**src/rtl/burst_accumulator.sv**
```systemverilog
// Burst accumulator: sums a length-tagged burst of operands, tracking sticky unsigned
// carry and signed overflow, and holds the result until the consumer handshakes it.
module burst_accumulator #(
   parameter int unsigned WIDTH = 32,
   parameter int unsigned LEN_W = 8
) (
   input  logic             clk,
   input  logic             rst,
   input  logic             start,
   input  logic [LEN_W-1:0] len,
   input  logic             abort,
   input  logic             in_valid,
   input  logic [WIDTH-1:0] in_data,
   output logic             in_ready,
   output logic             out_valid,
   input  logic             out_ready,
   output logic [WIDTH-1:0] out_sum,
   output logic             out_carry,
   output logic             out_ovf,
   output logic [LEN_W-1:0] out_count,
   output logic             busy
);

   typedef enum logic [1:0] {StIdle, StAcc, StDone} state_e;

   state_e           r_state;
   state_e           w_state_next;
   logic [LEN_W-1:0] r_len;
   logic [WIDTH-1:0] r_acc;
   logic             r_carry;
   logic             r_ovf;
   logic [LEN_W-1:0] r_count;
   logic [WIDTH-1:0] r_out_sum;
   logic             r_out_carry;
   logic             r_out_ovf;
   logic [LEN_W-1:0] r_out_count;

   logic             w_start_ok;
   logic             w_beat;
   logic             w_last;
   logic [WIDTH:0]   w_add;
   logic [WIDTH-1:0] w_sum;
   logic             w_carry_step;
   logic             w_ovf_step;
   logic [LEN_W-1:0] w_count_inc;

   assign w_start_ok   = (r_state == StIdle) && start && (len != '0);
   assign w_beat       = (r_state == StAcc) && in_valid && !abort;
   assign w_add        = {1'b0, r_acc} + {1'b0, in_data};
   assign w_sum        = w_add[WIDTH-1:0];
   assign w_carry_step = w_add[WIDTH];
   assign w_ovf_step   = (r_acc[WIDTH-1] == in_data[WIDTH-1]) && (w_sum[WIDTH-1] != r_acc[WIDTH-1]);
   assign w_count_inc  = r_count + LEN_W'(1);
   assign w_last       = w_beat && (w_count_inc == r_len);

   always_ff @(posedge clk) begin
      if (rst) begin
         r_state <= StIdle;
      end else begin
         r_state <= w_state_next;
      end
   end

   // Abort outranks both the beat and the result handshake.
   always_comb begin
      w_state_next = r_state;
      unique case (r_state)
         StIdle: if (w_start_ok) w_state_next = StAcc;
         StAcc: begin
            if (abort) w_state_next = StIdle;
            else if (w_last) w_state_next = StDone;
         end
         StDone: begin
            if (abort) w_state_next = StIdle;
            else if (out_ready) w_state_next = StIdle;
         end
         default: w_state_next = StIdle;
      endcase
   end

   always_ff @(posedge clk) begin
      if (rst) begin
         r_len       <= '0;
         r_acc       <= '0;
         r_carry     <= 1'b0;
         r_ovf       <= 1'b0;
         r_count     <= '0;
         r_out_sum   <= '0;
         r_out_carry <= 1'b0;
         r_out_ovf   <= 1'b0;
         r_out_count <= '0;
      end else if (w_start_ok) begin
         r_len   <= len;
         r_acc   <= '0;
         r_carry <= 1'b0;
         r_ovf   <= 1'b0;
         r_count <= '0;
      end else if (w_beat) begin
         r_acc   <= w_sum;
         r_carry <= r_carry | w_carry_step;
         r_ovf   <= r_ovf | w_ovf_step;
         r_count <= w_count_inc;
         // Result registers load only on the final beat so they hold outside DONE.
         if (w_last) begin
            r_out_sum   <= w_sum;
            r_out_carry <= r_carry | w_carry_step;
            r_out_ovf   <= r_ovf | w_ovf_step;
            r_out_count <= w_count_inc;
         end
      end
   end

   assign in_ready  = (r_state == StAcc);
   assign out_valid = (r_state == StDone);
   assign busy      = (r_state != StIdle);
   assign out_sum   = r_out_sum;
   assign out_carry = r_out_carry;
   assign out_ovf   = r_out_ovf;
   assign out_count = r_out_count;

endmodule

```
**config.mk**
```make
export PLATFORM = sky130hd
export DESIGN_NAME = burst_accumulator
export DESIGN_NICKNAME = d
export VERILOG_FILES = /design/src/rtl/burst_accumulator.sv
export SDC_FILE = /design/constraint.sdc
export NUM_CORES = 1
export LEC_CHECK = 0
export CORE_MARGIN = 5
export CORE_UTILIZATION = 52
export DETAILED_ROUTE_END_ITERATION = 12
export HOLD_SLACK_MARGIN = 0.12
export PLACE_DENSITY_LB_ADDON = 0.3
export REMOVE_ABC_BUFFERS = 1
export SETUP_SLACK_MARGIN = 0.05
export SLEW_MARGIN = 20
export SYNTH_ARGS = -nofsm -noshare
export SYNTH_HDL_FRONTEND = slang
export SYNTH_SLANG_ARGS = --single-unit
```
**constraint.sdc**
```tcl
create_clock -name clk -period 5.9 [get_ports clk]
set_input_delay 0.59 -clock clk [delete_from_list [all_inputs] [get_ports clk]]
set_output_delay 0.59 -clock clk [all_outputs]
set_load 0.01 [all_outputs]
```
# Word level (Yosys, flattened, before mapping)
# Cells that the tools add are included.
dict set report totals {
  input_bits 46
  register_bits 94
}
dict set report op_classes {
  reduce_logical 13
  n_addsub 2
  eq_ne 8
  mux 6
  bitwise_logic 3
}
# op n
set op_table {}
lappend op_table {{$add A32 B32 Y33} 1}
lappend op_table {{$mux W2} 5}
lappend op_table {{$add A8 B1 Y8 const B} 1}
lappend op_table {{$eq A8 B8 Y1} 1}
lappend op_table {{$reduce_bool A8 Y1} 1}
lappend op_table {{$logic_and A1 B1 Y1} 6}
lappend op_table {{$ne A3 B2 Y1 const B} 2}
lappend op_table {{$pmux W2 S3} 1}
lappend op_table {{$reduce_and A3 Y1} 2}
lappend op_table {{$eq A2 B1 Y1 const B} 1}
lappend op_table {{$eq A2 B2 Y1 const B} 1}
lappend op_table {{$logic_not A2 Y1} 1}
lappend op_table {{$ne A2 B2 Y1 const B} 1}
lappend op_table {{$or A1 B1 Y1} 2}
lappend op_table {{$reduce_bool A2 Y1} 1}
lappend op_table {{$reduce_or A2 Y1} 1}
lappend op_table {{$eq A1 B1 Y1} 1}
lappend op_table {{$logic_not A1 Y1} 1}
lappend op_table {{$ne A1 B1 Y1} 1}
lappend op_table {{$not A1 Y1} 1}

# Depth between registers and ports, before layout
# Gate-level depths: netlist of run 1.
dict set report logic_depth {
  word_depth 7
  depth_mapped 13
}

# Worst setup path before layout of run 1
# OpenSTA, ideal clock, no wires.
dict set report synth_path {
  path_kind {input to register}
  from {in in_data[4]}
  to {reg r_out_ovf, in the netlist out_ovf}
  setup_time_ns 0.120
  path_slack_ns 3.144
  arrival_time_ns 2.636
  cell_stages 11
  n_path_buf 1
  required_time_ns 5.780
  path_cell_list {ha_1 > buf_2 > a21oi_2 > o211ai_2 > a32oi_1 > o211ai_1 > a41oi_1 > a21oi_1 > xnor2_1 > nor2_1 > o31a_1}
}
dict set report synth_via {
  elab_chain_len 4
}
# item line_no
set synth_lines {}
lappend synth_lines {{start, declared} 13} ;# input logic [WIDTH-1:0] in_data,
lappend synth_lines {{$add A32 B32 Y33} 49} ;# assign w_add = {1'b0, r_acc} + {1'b0, in_data};
lappend synth_lines {{$ne A1 B1 Y1} 52} ;# assign w_ovf_step = (r_acc[WIDTH-1] == in_data[WIDTH-1]) && (w_sum[WIDTH-1] != r_acc[WIDTH-1]);
lappend synth_lines {{$logic_and A1 B1 Y1} 52}
lappend synth_lines {{$or A1 B1 Y1} 107} ;# r_out_ovf <= r_ovf | w_ovf_step;
lappend synth_lines {{end signal, assigned} 107}
lappend synth_lines {{end, declared} 35} ;# logic r_out_ovf;
# No other way between the ends.
# A chain may end at the register's enable or synchronous reset.

# Final worst setup path of run 1
dict set report layout_path {
  from {in in_data[0]}
  to {reg r_out_sum[30], in the netlist out_sum[30]}
}
dict set report layout_via {
  elab_chain_len 1
}
# item line_no
set layout_lines {}
lappend layout_lines {{$add A32 B32 Y33} 49}
lappend layout_lines {{end signal, assigned} 105} ;# r_out_sum <= w_sum;
lappend layout_lines {{end, declared} 33} ;# logic [WIDTH-1:0] r_out_sum;
# No other way between the ends.

==> results of run 1 <==
-- worst max-delay path, cell delays in order --
cell and delay, ns:
clkdlybuf4s50_1 0.47, ha_1 0.18, fa_1 0.23, a21o_1 0.17, a31oi_1 0.10, o21a_1 0.28
a21bo_2 0.26, a211oi_1 0.37, nor2_1 0.12, o21ai_1 0.28, nor4b_1 0.10, a211o_1 0.29
-- cell type report --
cell class                 count  area share
multi-input combinational    521       0.511
sequential                    94       0.283
timing repair buffer          95       0.141
tap                          136      0.0256
clock buffer                  10      0.0207
clock inverter                 5      0.0160
inverter                       5     0.00283
-- path summary, 6_finish.rpt --
| path | start | end | slack, ns | cells past startpoint |
|---|---|---|---|---|
| worst max-delay path | in_data[0] | out_sum[30]$_SDFFE_PP0P_ | 2.74 | 12 |
| worst min-delay path | out_sum[0]$_SDFFE_PP0P_ | out_sum[0]$_SDFFE_PP0P_ | 0.46 | 2 |
| worst max register to register | r_state[0]$_SDFFE_PP0P_ | out_sum[5]$_SDFFE_PP0P_ | 2.97 | 10 |
| worst min register to register | out_sum[0]$_SDFFE_PP0P_ | out_sum[0]$_SDFFE_PP0P_ | 0.46 | 2 |
-- routing by layer --
layer	GRT usage	up-vias
met1	0.267	2261
met3	0.0417	26
met5	0	-
met4	0.0785	0
met2	0.367	142
li1	-	2459
-- power breakdown --
group | total, mW | switching [mW] | leakage (nW) | internal, mW
sequential | 0.649 | 0.00681 | 0.759 | 0.642
combinational | 0.167 | 0.0918 | 1.51 | 0.0752
clock | 0.524 | 0.232 | 0.119 | 0.292
total | 1.34 | 0.330 | 2.39 | 1.01
-- cell usage in the layout, fill, tap and decap left out, types with 4 or more instances in the layout --
| master | count |
|---|---|
| dfxtp_1 | 94 |
| nand2_1 | 93 |
| clkdlybuf4s50_1 | 89 |
| nor2_1 | 74 |
| a21oi_1 | 67 |
| ha_1 | 33 |
| xnor2_1 | 31 |
| mux2i_1 | 31 |
| o21ai_0 | 27 |
| nand3_1 | 23 |
| xor2_1 | 15 |
| a211oi_2 | 11 |
| clkbuf_8 | 10 |
| nor2b_1 | 9 |
| o211ai_1 | 8 |
| a21o_1 | 7 |
| a211oi_1 | 6 |
| a31oi_1 | 6 |
| nor3_1 | 6 |
| inv_1 | 5 |
| o31ai_1 | 5 |
| buf_4 | 5 |
| and3_1 | 4 |
| o21a_1 | 4 |
| nand4_1 | 4 |
| nand2b_1 | 4 |
| nand3b_1 | 4 |
-- synthesized netlist by cell type, types with 5 or more instances --
library cell,instances,area (um^2)
a211oi_1,7,52.6
a31oi_1,6,37.5
nor2_1,74,278
nand3_1,23,115
o21ai_0,27,135
buf_2,5,25.0
a21oi_1,67,335
nor3_1,6,30.0
ha_1,33,413
dfxtp_1,94,1880
a211oi_2,10,125
o31ai_1,5,37.5
xor2_1,15,131
a21o_1,7,52.6
nand2_1,93,349
nor2b_1,9,56.3
xnor2_1,31,272
mux2i_1,31,310
clkbuf_1,22,82.6
o211ai_1,8,60.1
inv_1,5,18.8
-- stage by stage --
step                      hold slack (ns)   util  cell area (um^2)
after floorplan                     0.426      -              5290
after global placement              0.439  0.620              6400
after detailed placement            0.451  0.620              6400
after CTS                           0.465  0.643              6640
after global routing                0.486  0.643              6640
final                               0.460  0.643              6640
-- state kept, by name, indices dropped and copies added, names as in the netlist --
register and flops:
r_len 8, r_carry 1, out_sum 32, r_acc 32, out_ovf 1, out_count 8, out_carry 1, r_count 8
r_ovf 1, r_state 2
-- cells by family after synthesis --
group,synth area share
AND/OR/NAND/NOR,0.201
multiplexers,0.0563
buffers and inverters,0.0432
flip-flops,0.342
XOR/XNOR,0.0811
adder cells (fa/ha/maj),0.0786
AO/OA/AOI/OAI,0.198
==> metrics.yaml, run 1 <==
outcome:
  status: "finished clean"
critical_path:
  arrival_ns: 3.43
  crit_type: "input port to flop"
  worst-path-max-fanout: 5
  critPathRequiredTime_ns: 6.17
  cp-end-kind: "flop"
  startpoint_type: "input port"
cts:
  clk_latency_ns: 0.37
  clk_path_buf_depth: 2
  cts_sinks: 94
  cts_tree: "built"
  path_clk_slew_ns: 0.10
  htreeDepth: 3
  cts_resized: 0
  ctsHoldBuffers: 0
  root_buffer: "clkbuf_8"
  cts_inserted_buffers: 9
  post_cts_buffers: 0
die:
  coreArea_um2: 10300
  num_rows: 37
  start_util: 0.534
  fp.dieH_um: 113
  die_area_um2: 12800
  ios: 91
  fp.dieW_um: 113
place:
  gp_congestion: 0.913
  dp_hpwl_um: 9680
  dp_slack_ns: 2.38
  dp_cells: 851
  port_buffers: 90
power:
  powerDensity_nw_per_um2: 202
  ir_worst_vdd_uv: 135
  power_leakage_nw: 2.39
  power_mw: 1.34
sta:
  relSlewSlack: 0.494
  max_slew.worst_pin.slew_ns: 0.760
  finalCritPeriodShare: 0.536
  skew_ns: 0.0116
  period_minus_slack_ns: 3.16
  fin_ws_ns: 2.74
  hold_viol: 0
  setup_viol: 0
  grt_setup_unrepaired: "no"
  fmax_mhz: 316
  maxSlewViolCount: 0
  tns_ns: 0
global_routing:
  track_usage: 0.214
  grt_max_degree: 59
  grt.overflow.total: 0
  grt_pass1_wl_um: 23000
  grt_pass1_vias: 4967
  antenna_found_initial: 0
synthesis:
  yosys_warnings: 0
  ys_seq_elements: 94
  synth_area_um2: 5510
  ys_types: 63
  syn_avg_cell_area_um2: 8.37
  async_flop_share: 0
  ys_seq_area_frac: 0.342
  synth-edff-count: 0
  synthCells: 658
  ys.flop_type: "dfxtp_1"
hold_path:
  worst_hold_path_type: "flop to flop"
route:
  drt_wl_total_um: 13400
  via_per_inst: 5.64
  drc: 0
  wl_met3_um: 728
  drt_iter0_markers: 199
  wl_met2_um: 6390
  wl_met1_um: 5970
  drt_first_pass_iters: 5
  highest_layer: "met4"
  wl_per_cell_um: 15.5
  vias: 4888
  ant_nets: 0
layout:
  seq_area_um2: 1880
  n_antenna_cell: 0
  fin_cells: 866
  drive_above_1_share: 0.0671
  fillers: 864
  area_delta_synth_final_pct: 20.6
  nets: 806
  multi_input_area_um2: 3390
job:
  maxCapViolations: 0
(Power assumes the default switching activity.)
==> run 2, diff against run 1 <==
==> constraint.sdc (replaced) <==
create_clock -name clk -period 3.25 [get_ports clk]
set_input_delay 0.325 -clock clk [delete_from_list [all_inputs] [get_ports clk]]
set_output_delay 0.325 -clock clk [all_outputs]
set_load 0.01 [all_outputs]
==> metrics.yaml, run 2 (same netlist as run 1, synthesis figures left out) <==
place:
  postPlaceCellArea_um2: 6470  # was 6400 um^2
  dp_slack_ns: 0.0329  # was 2.38 ns
  gp_congestion: 0.927  # was 0.913
  dp_hpwl_um: 10200  # was 9680 um
  port_buffers: 90  # unchanged
job:
  maxCapViolations: 0  # unchanged
critical_path:
  arrival_ns: 3.10  # was 3.43 ns
  critPathRequiredTime_ns: 3.48  # was 6.17 ns
  path_cells: "clkdlybuf4s50_1 -> ha_1 -> fa_1 -> a21o_1 -> a31oi_1 -> o21a_1 -> a311o_1 -> o211a_1 -> o21ai_0 -> a21o_1 -> a21oi_1 -> a211oi_2"  # was clkdlybuf4s50_1 -> ha_1 -> fa_1 -> a21o_1 -> a31oi_1 -> o21a_1 -> a21bo_2 -> a211oi_1 -> nor2_1 -> o21ai_1 -> nor4b_1 -> a211o_1
  critPathBufInv: 1  # unchanged
  cp-end-kind: "flop"  # unchanged
  cp_common_cell: "a21o_1"
  worst-path-max-fanout: 5  # unchanged
  startpoint_type: "input port"  # unchanged
  crit_slowest_cell: "clkdlybuf4s50_1"  # unchanged
  crit_type: "input port to flop"  # unchanged
  cpLargestDelayFamily: "compound AO/OA/AOI/OAI gates"  # unchanged
  slowest_delay_ns: 0.41  # was 0.47 ns
cts:
  htreeDepth: 3  # unchanged
  cts_inserted_buffers: 9  # unchanged
  cts_sinks: 94  # unchanged
  post_cts_buffers: 0  # unchanged
  ctsHoldBuffers: 0  # unchanged
  clk_path_buf_depth: 2  # unchanged
  root_buffer: "clkbuf_8"  # unchanged
  cts_resized: 0  # unchanged
  clk_latency_ns: 0.37  # about the same
  cts_tree: "built"  # unchanged
  path_clk_slew_ns: 0.09  # was 0.10 ns
sta:
  hold_viol: 0  # unchanged
  period_minus_slack_ns: 2.86
  grt_setup_unrepaired: "no"  # unchanged
  setup_viol: 0  # unchanged
  max_slew.worst_pin.slew_ns: 1.05  # was 0.760 ns
  skew_ns: 0.00928  # was 0.0116 ns
  finalCritPeriodShare: 0.881
  relSlewSlack: 0.301  # was 0.494
  tns_ns: 0  # unchanged
  maxSlewViolCount: 0  # unchanged
  fin_ws_ns: 0.386  # was 2.74 ns
  fmax_mhz: 349
global_routing:
  grt_max_degree: 39  # was 59
  grt_pass1_vias: 5025  # was 4967
  track_usage: 0.221  # was 0.214
  grt_pass1_wl_um: 23300  # was 23000 um
  antenna_found_initial: 0  # unchanged
  grt.overflow.total: 0  # unchanged
die:
  start_util: 0.534  # unchanged
  coreArea_um2: 10300  # unchanged
  fp.dieW_um: 113  # unchanged
  die_area_um2: 12800  # unchanged
  num_rows: 37  # unchanged
  fp.dieH_um: 113  # unchanged
  ios: 91  # unchanged
power:
  pwr-share-clk: 0.352  # was 0.391
  p_int_mw: 1.70  # was 1.01 mW
  p_sw_frac: 0.258  # was 0.246
  p_switching_mw: 0.592  # was 0.330 mW
  power_mw: 2.29  # was 1.34 mW
  pwr-share-seq: 0.514  # was 0.484
  power_leakage_nw: 2.41  # was 2.39 nW
  pwr-share-comb: 0.134  # was 0.125
  ir_worst_vdd_uv: 187  # was 135 uV
  powerDensity_nw_per_um2: 344  # was 202 nW/um^2
hold_path:
  worst_hold_path_type: "input port to flop"  # was flop to flop
route:
  via_per_inst: 5.66  # was 5.64
  drt_wl_total_um: 13800  # was 13400 um
  drt_iter0_markers: 263  # was 199
  vias: 4960  # was 4888
  ant_nets: 0  # unchanged
  wl_per_cell_um: 15.8  # was 15.5 um
  drc: 0  # unchanged
  drt_first_pass_iters: 5  # unchanged
layout:
  final_core_util: 0.646  # was 0.643
  area_delta_synth_final_pct: 21.0  # was 20.6%
  drive_above_1_share: 0.0770  # was 0.0671
  nets: 815  # was 806
  postLayoutCellArea_um2: 6670  # was 6640 um^2
  layout_common_cells: "94 x dfxtp_1, 93 x nand2_1, 89 x clkdlybuf4s50_1, 74 x nor2_1, 67 x a21oi_1"  # unchanged
  layout_commonest_cell: "dfxtp_1"  # unchanged
  n_antenna_cell: 0  # unchanged
outcome:
  status: "finished clean"  # unchanged
-- run 2: cell count changes in the layout (fill, tap and decap cells not counted), sizes merged --
cell	delta
buf	+9
bufinv	-2
clkbuf	+3
clkinv	+1
inv	-1
-- run 2: metrics by stage --
stage / instances / hold slack (ns)
finish: 876 / 0.441
floorplan: 620 / 0.390
global placement: 860 / 0.437
CTS: 876 / 0.440
detailed placement: 860 / 0.450
global route: 876 / 0.449
-- run 2: worst register-to-register path: stages, from the launching register on --
cell      delay, ns
dfxtp_1        0.33
ha_1           0.21
fa_1           0.41
a21o_1         0.20
a31oi_1        0.19
o21a_1         0.30
a311o_1        0.21
o211a_1        0.18
o21ai_0        0.09
a21o_1         0.23
a21oi_1        0.21
a211oi_2       0.10
-- run 2: cell type report --
cell class	count	area, um^2
repair buffers	104	1000
clock buffers	13	159
inverters	5	18.8
multi-input cells	521	3390
well taps	136	170
clock inverters	3	42.5
flip-flops and latches	94	1880
fillers	874	3660
-- run 2: power groups by stage --
stage	Clock, mW	Sequential [mW]	Combinational [mW]
after floorplan	0	1.20	0.174
after global placement	0	1.20	0.298
after detailed placement	0	1.21	0.304
after CTS	0.821	1.18	0.307
after global routing	0.870	1.18	0.337
final	0.808	1.18	0.307
-- run 2: final timing paths --
| check | startpoint | slack [ns] | cells after the start | endpoint |
|---|---|---|---|---|
| min | rst | 0.44 | 2 | out_sum[12]$_SDFFE_PP0P_ |
| max reg2reg | r_acc[0]$_SDFFE_PP0P_ | 0.45 | 11 | out_carry$_SDFFE_PP0P_ |
| max | in_data[0] | 0.39 | 12 | out_carry$_SDFFE_PP0P_ |
| min reg2reg | out_sum[0]$_SDFFE_PP0P_ | 0.46 | 2 | out_sum[0]$_SDFFE_PP0P_ |
-- run 2: per-layer routing --
metal,GRT usage,vias up,part of all wire
met5,0,-,0
met4,0.0841,0,0.022
met1,0.279,2322,0.45
met3,0.0396,21,0.051
li1,-,2467,-
met2,0.376,150,0.48
==> run 3, diff against run 2 <==
--- a/config.mk
+++ b/config.mk
@@ -10,6 +10,7 @@
 export DETAILED_ROUTE_END_ITERATION = 12
 export HOLD_SLACK_MARGIN = 0.12
 export PLACE_DENSITY_LB_ADDON = 0.3
+export RECOVER_POWER = 100
 export REMOVE_ABC_BUFFERS = 1
 export SETUP_SLACK_MARGIN = 0.05
 export SLEW_MARGIN = 20
==> constraint.sdc (replaced) <==
create_clock -name clk -period 3.25 [get_ports clk]
set_input_delay 0.65 -clock clk [delete_from_list [all_inputs] [get_ports clk]]
set_output_delay 0.65 -clock clk [all_outputs]
set_load 0.01 [all_outputs]
==> metrics.yaml, run 3 (same netlist as run 1, synthesis figures left out) <==
critical_path:
  slowest_delay_ns: 0.42  # was 0.41 ns
  critPathRequiredTime_ns: 3.51  # was 3.48 ns
  crit_slowest_cell: "fa_1"  # was clkdlybuf4s50_1
  cp-end-kind: "flop"  # unchanged
  critPathBufInv: 1  # unchanged
  rr_startpoint: "r_count[0]$_SDFFE_PP0P_"  # was r_acc[0]$_SDFFE_PP0P_
  cp.depth: 12  # unchanged
  cpLargestDelayFamily: "compound AO/OA/AOI/OAI gates"  # unchanged
  crit_type: "input port to flop"  # unchanged
  critPathCapture: "out_sum[28]$_SDFFE_PP0P_"  # was out_carry$_SDFFE_PP0P_
  r2r_slack_ns: 0.33  # was 0.45 ns
  rr_endpoint: "out_sum[20]$_SDFFE_PP0P_"  # was out_carry$_SDFFE_PP0P_
  worst-path-max-fanout: 5  # unchanged
  r2r_cells: 9  # was 11
  startpoint_type: "input port"  # unchanged
  path_cells: "clkdlybuf4s50_1 -> ha_1 -> fa_1 -> a21o_1 -> a31oi_1 -> o21a_2 -> a311o_1 -> o211a_1 -> o21ai_0 -> a21o_1 -> xnor2_1 -> o21ai_0"  # was clkdlybuf4s50_1 -> ha_1 -> fa_1 -> a21o_1 -> a31oi_1 -> o21a_1 -> a311o_1 -> o211a_1 -> o21ai_0 -> a21o_1 -> a21oi_1 -> a211oi_2
  setup.worst_path.start: "in_data[0]"  # unchanged
  arrival_ns: 3.36  # was 3.10 ns
hold_path:
  worst_hold_path_type: "flop to flop"  # was input port to flop
  hold_depth: 2  # unchanged
cts:
  clk_path_buf_depth: 2  # unchanged
  root_buffer: "clkbuf_8"  # unchanged
  clk_latency_ns: 0.37  # about the same
  cts_tree: "built"  # unchanged
  ctsHoldBuffers: 0  # unchanged
  cts_sinks: 94  # unchanged
  htreeDepth: 3  # unchanged
  path_clk_slew_ns: 0.10  # was 0.09 ns
  cts_inserted_buffers: 9  # unchanged
layout:
  area_delta_synth_final_pct: 26.2  # was 21.0%
  drive_above_1_share: 0.121  # was 0.0770
  n_antenna_cell: 0  # unchanged
  fillers: 866  # was 874
  layout_common_cells: "94 x dfxtp_1, 93 x nand2_1, 74 x nor2_1, 65 x a21oi_1, 46 x dlygate4sd3_1"  # was 94 x dfxtp_1, 93 x nand2_1, 89 x clkdlybuf4s50_1, 74 x nor2_1, 67 x a21oi_1
  final_core_util: 0.674  # was 0.646
  nets: 850  # was 815
  fin_cells: 911  # was 876
  layout_commonest_cell: "dfxtp_1"  # unchanged
die:
  start_util: 0.534  # unchanged
  coreArea_um2: 10300  # unchanged
  die_area_um2: 12800  # unchanged
  num_rows: 37  # unchanged
  ios: 91  # unchanged
  fp.dieH_um: 113  # unchanged
  fp.dieW_um: 113  # unchanged
global_routing:
  grt_pass1_vias: 5121  # was 5025
  antenna_found_initial: 0  # unchanged
  grt_pass1_wl_um: 24100  # was 23300 um
  track_usage: 0.228  # was 0.221
  grt_max_degree: 38  # was 39
  grt.overflow.total: 0  # unchanged
route:
  drt_iter0_markers: 251  # was 263
  ant_nets: 0  # unchanged
  via_per_inst: 5.61  # was 5.66
  drc: 0  # unchanged
  vias: 5108  # was 4960
  drt_wl_total_um: 14600  # was 13800 um
  drt_first_pass_iters: 5  # unchanged
  wl_per_cell_um: 16.0  # was 15.8 um
sta:
  holdWs_ns: 0.454  # was 0.441 ns
  tns_ns: 0  # unchanged
  relSlewSlack: -0.153  # was 0.301
  finalCritPeriodShare: 0.954  # was 0.881
  fin_ws_ns: 0.148  # was 0.386 ns
  grt_setup_unrepaired: "yes"  # was no
  skew_ns: 0.0141  # was 0.00928 ns
  period_minus_slack_ns: 3.10  # was 2.86 ns
  maxSlewViolCount: 26  # was 0
  setup_viol: 0  # unchanged
  max_slew.worst_pin.slew_ns: 1.73  # was 1.05 ns
  hold_viol: 0  # unchanged
  fmax_mhz: 322  # was 349 MHz
power:
  pwr-share-comb: 0.140  # was 0.134
  power_leakage_nw: 2.74  # was 2.41 nW
  pwr-share-clk: 0.369  # was 0.352
  powerDensity_nw_per_um2: 345  # was 344 nW/um^2
  p_switching_mw: 0.617  # was 0.592 mW
  pwr-share-seq: 0.491  # was 0.514
  p_int_mw: 1.78  # was 1.70 mW
  ir_worst_vdd_uv: 261  # was 187 uV
  p_sw_frac: 0.258  # about the same
place:
  gp_congestion: 0.870  # was 0.927
  dp_hpwl_um: 10900  # was 10200 um
  dp_cells: 893  # was 860
  dp_slack_ns: -0.327  # was 0.0329 ns
  port_buffers: 90  # unchanged
outcome:
  violations: "max-capacitance violations, max-slew violations"
  status: "finished with violations"  # was finished clean
job:
  maxCapViolations: 1  # was 0
[run 3: cell types whose count changed in the layout (fill, tap and decap cells not counted), moves of 2 or more]
cell and change:
a211oi_1 +4, buf_4 +31, a21oi_1 -2, a21oi_2 +2
clkbuf_4 +2, dlygate4sd3_1 +46, clkdlybuf4s50_1 -46, a211oi_2 -4
[run 3: worst min-delay path by stage]
stage | startpoint | to | slack (ns)
final | out_sum[1]$_SDFFE_PP0P_ | out_sum[1]$_SDFFE_PP0P_ | 0.45
after global routing | out_sum[0]$_SDFFE_PP0P_ | out_sum[0]$_SDFFE_PP0P_ | 0.48
after CTS | out_sum[1]$_SDFFE_PP0P_ | out_sum[1]$_SDFFE_PP0P_ | 0.46
after detailed placement | out_sum[1]$_SDFFE_PP0P_ | out_sum[1]$_SDFFE_PP0P_ | 0.45
after global placement | r_ovf$_SDFFE_PP0P_ | r_ovf$_SDFFE_PP0P_ | 0.44
after floorplan | r_ovf$_SDFFE_PP0P_ | r_ovf$_SDFFE_PP0P_ | 0.43
[run 3: routing by layer]
layer / track usage / share of wire / wire length (um)
met5: 0 / 0 / 0
met4: 0.0801 / 0.023 / 335
met3: 0.0299 / 0.050 / 734
met2: 0.401 / 0.50 / 7310
met1: 0.286 / 0.43 / 6240
[run 3: area by class of cell]
| type | count | area (um^2) | area share |
|---|---|---|---|
| tap | 136 | 170 | 0.0245 |
| clock inverter | 5 | 81.3 | 0.0117 |
| clock buffer | 11 | 141 | 0.0203 |
| timing repair buffer | 139 | 1260 | 0.181 |
| sequential | 94 | 1880 | 0.271 |
| multi-input combinational | 521 | 3400 | 0.489 |
| inverter | 5 | 18.8 | 0.00270 |
[run 3: timing repair]
action	CTS	global route
buffers inserted	0	2
cloned	0	0
pin swaps	0	2
resized for setup	1	6
endpoints found under the setup margin	1	9
[run 3: worst min-delay path: cells and delay by family (launching register included)]
family	cells	cell delay, ns
AO/OA/AOI/OAI	1	0.05
AND/OR/NAND/NOR	1	0.05
flip-flops	1	0.32
[run 3: power groups by stage]
| stage | clock (mW) | sequential (mW) | combinational (mW) |
|---|---|---|---|
| after floorplan | 0 | 1.20 | 0.174 |
| after global placement | 0 | 1.20 | 0.322 |
| after detailed placement | 0 | 1.20 | 0.331 |
| after CTS | 0.895 | 1.18 | 0.334 |
| after global routing | 0.945 | 1.18 | 0.367 |
| final | 0.885 | 1.18 | 0.335 |
[run 3: through the flow]
stage / cell area (um^2) / total power [mW]
finish: 6950 / 2.40
global route: 6950 / 2.49
CTS: 6940 / 2.41
detailed placement: 6710 / 1.54
global placement: 6710 / 1.53
floorplan: 5290 / 1.38
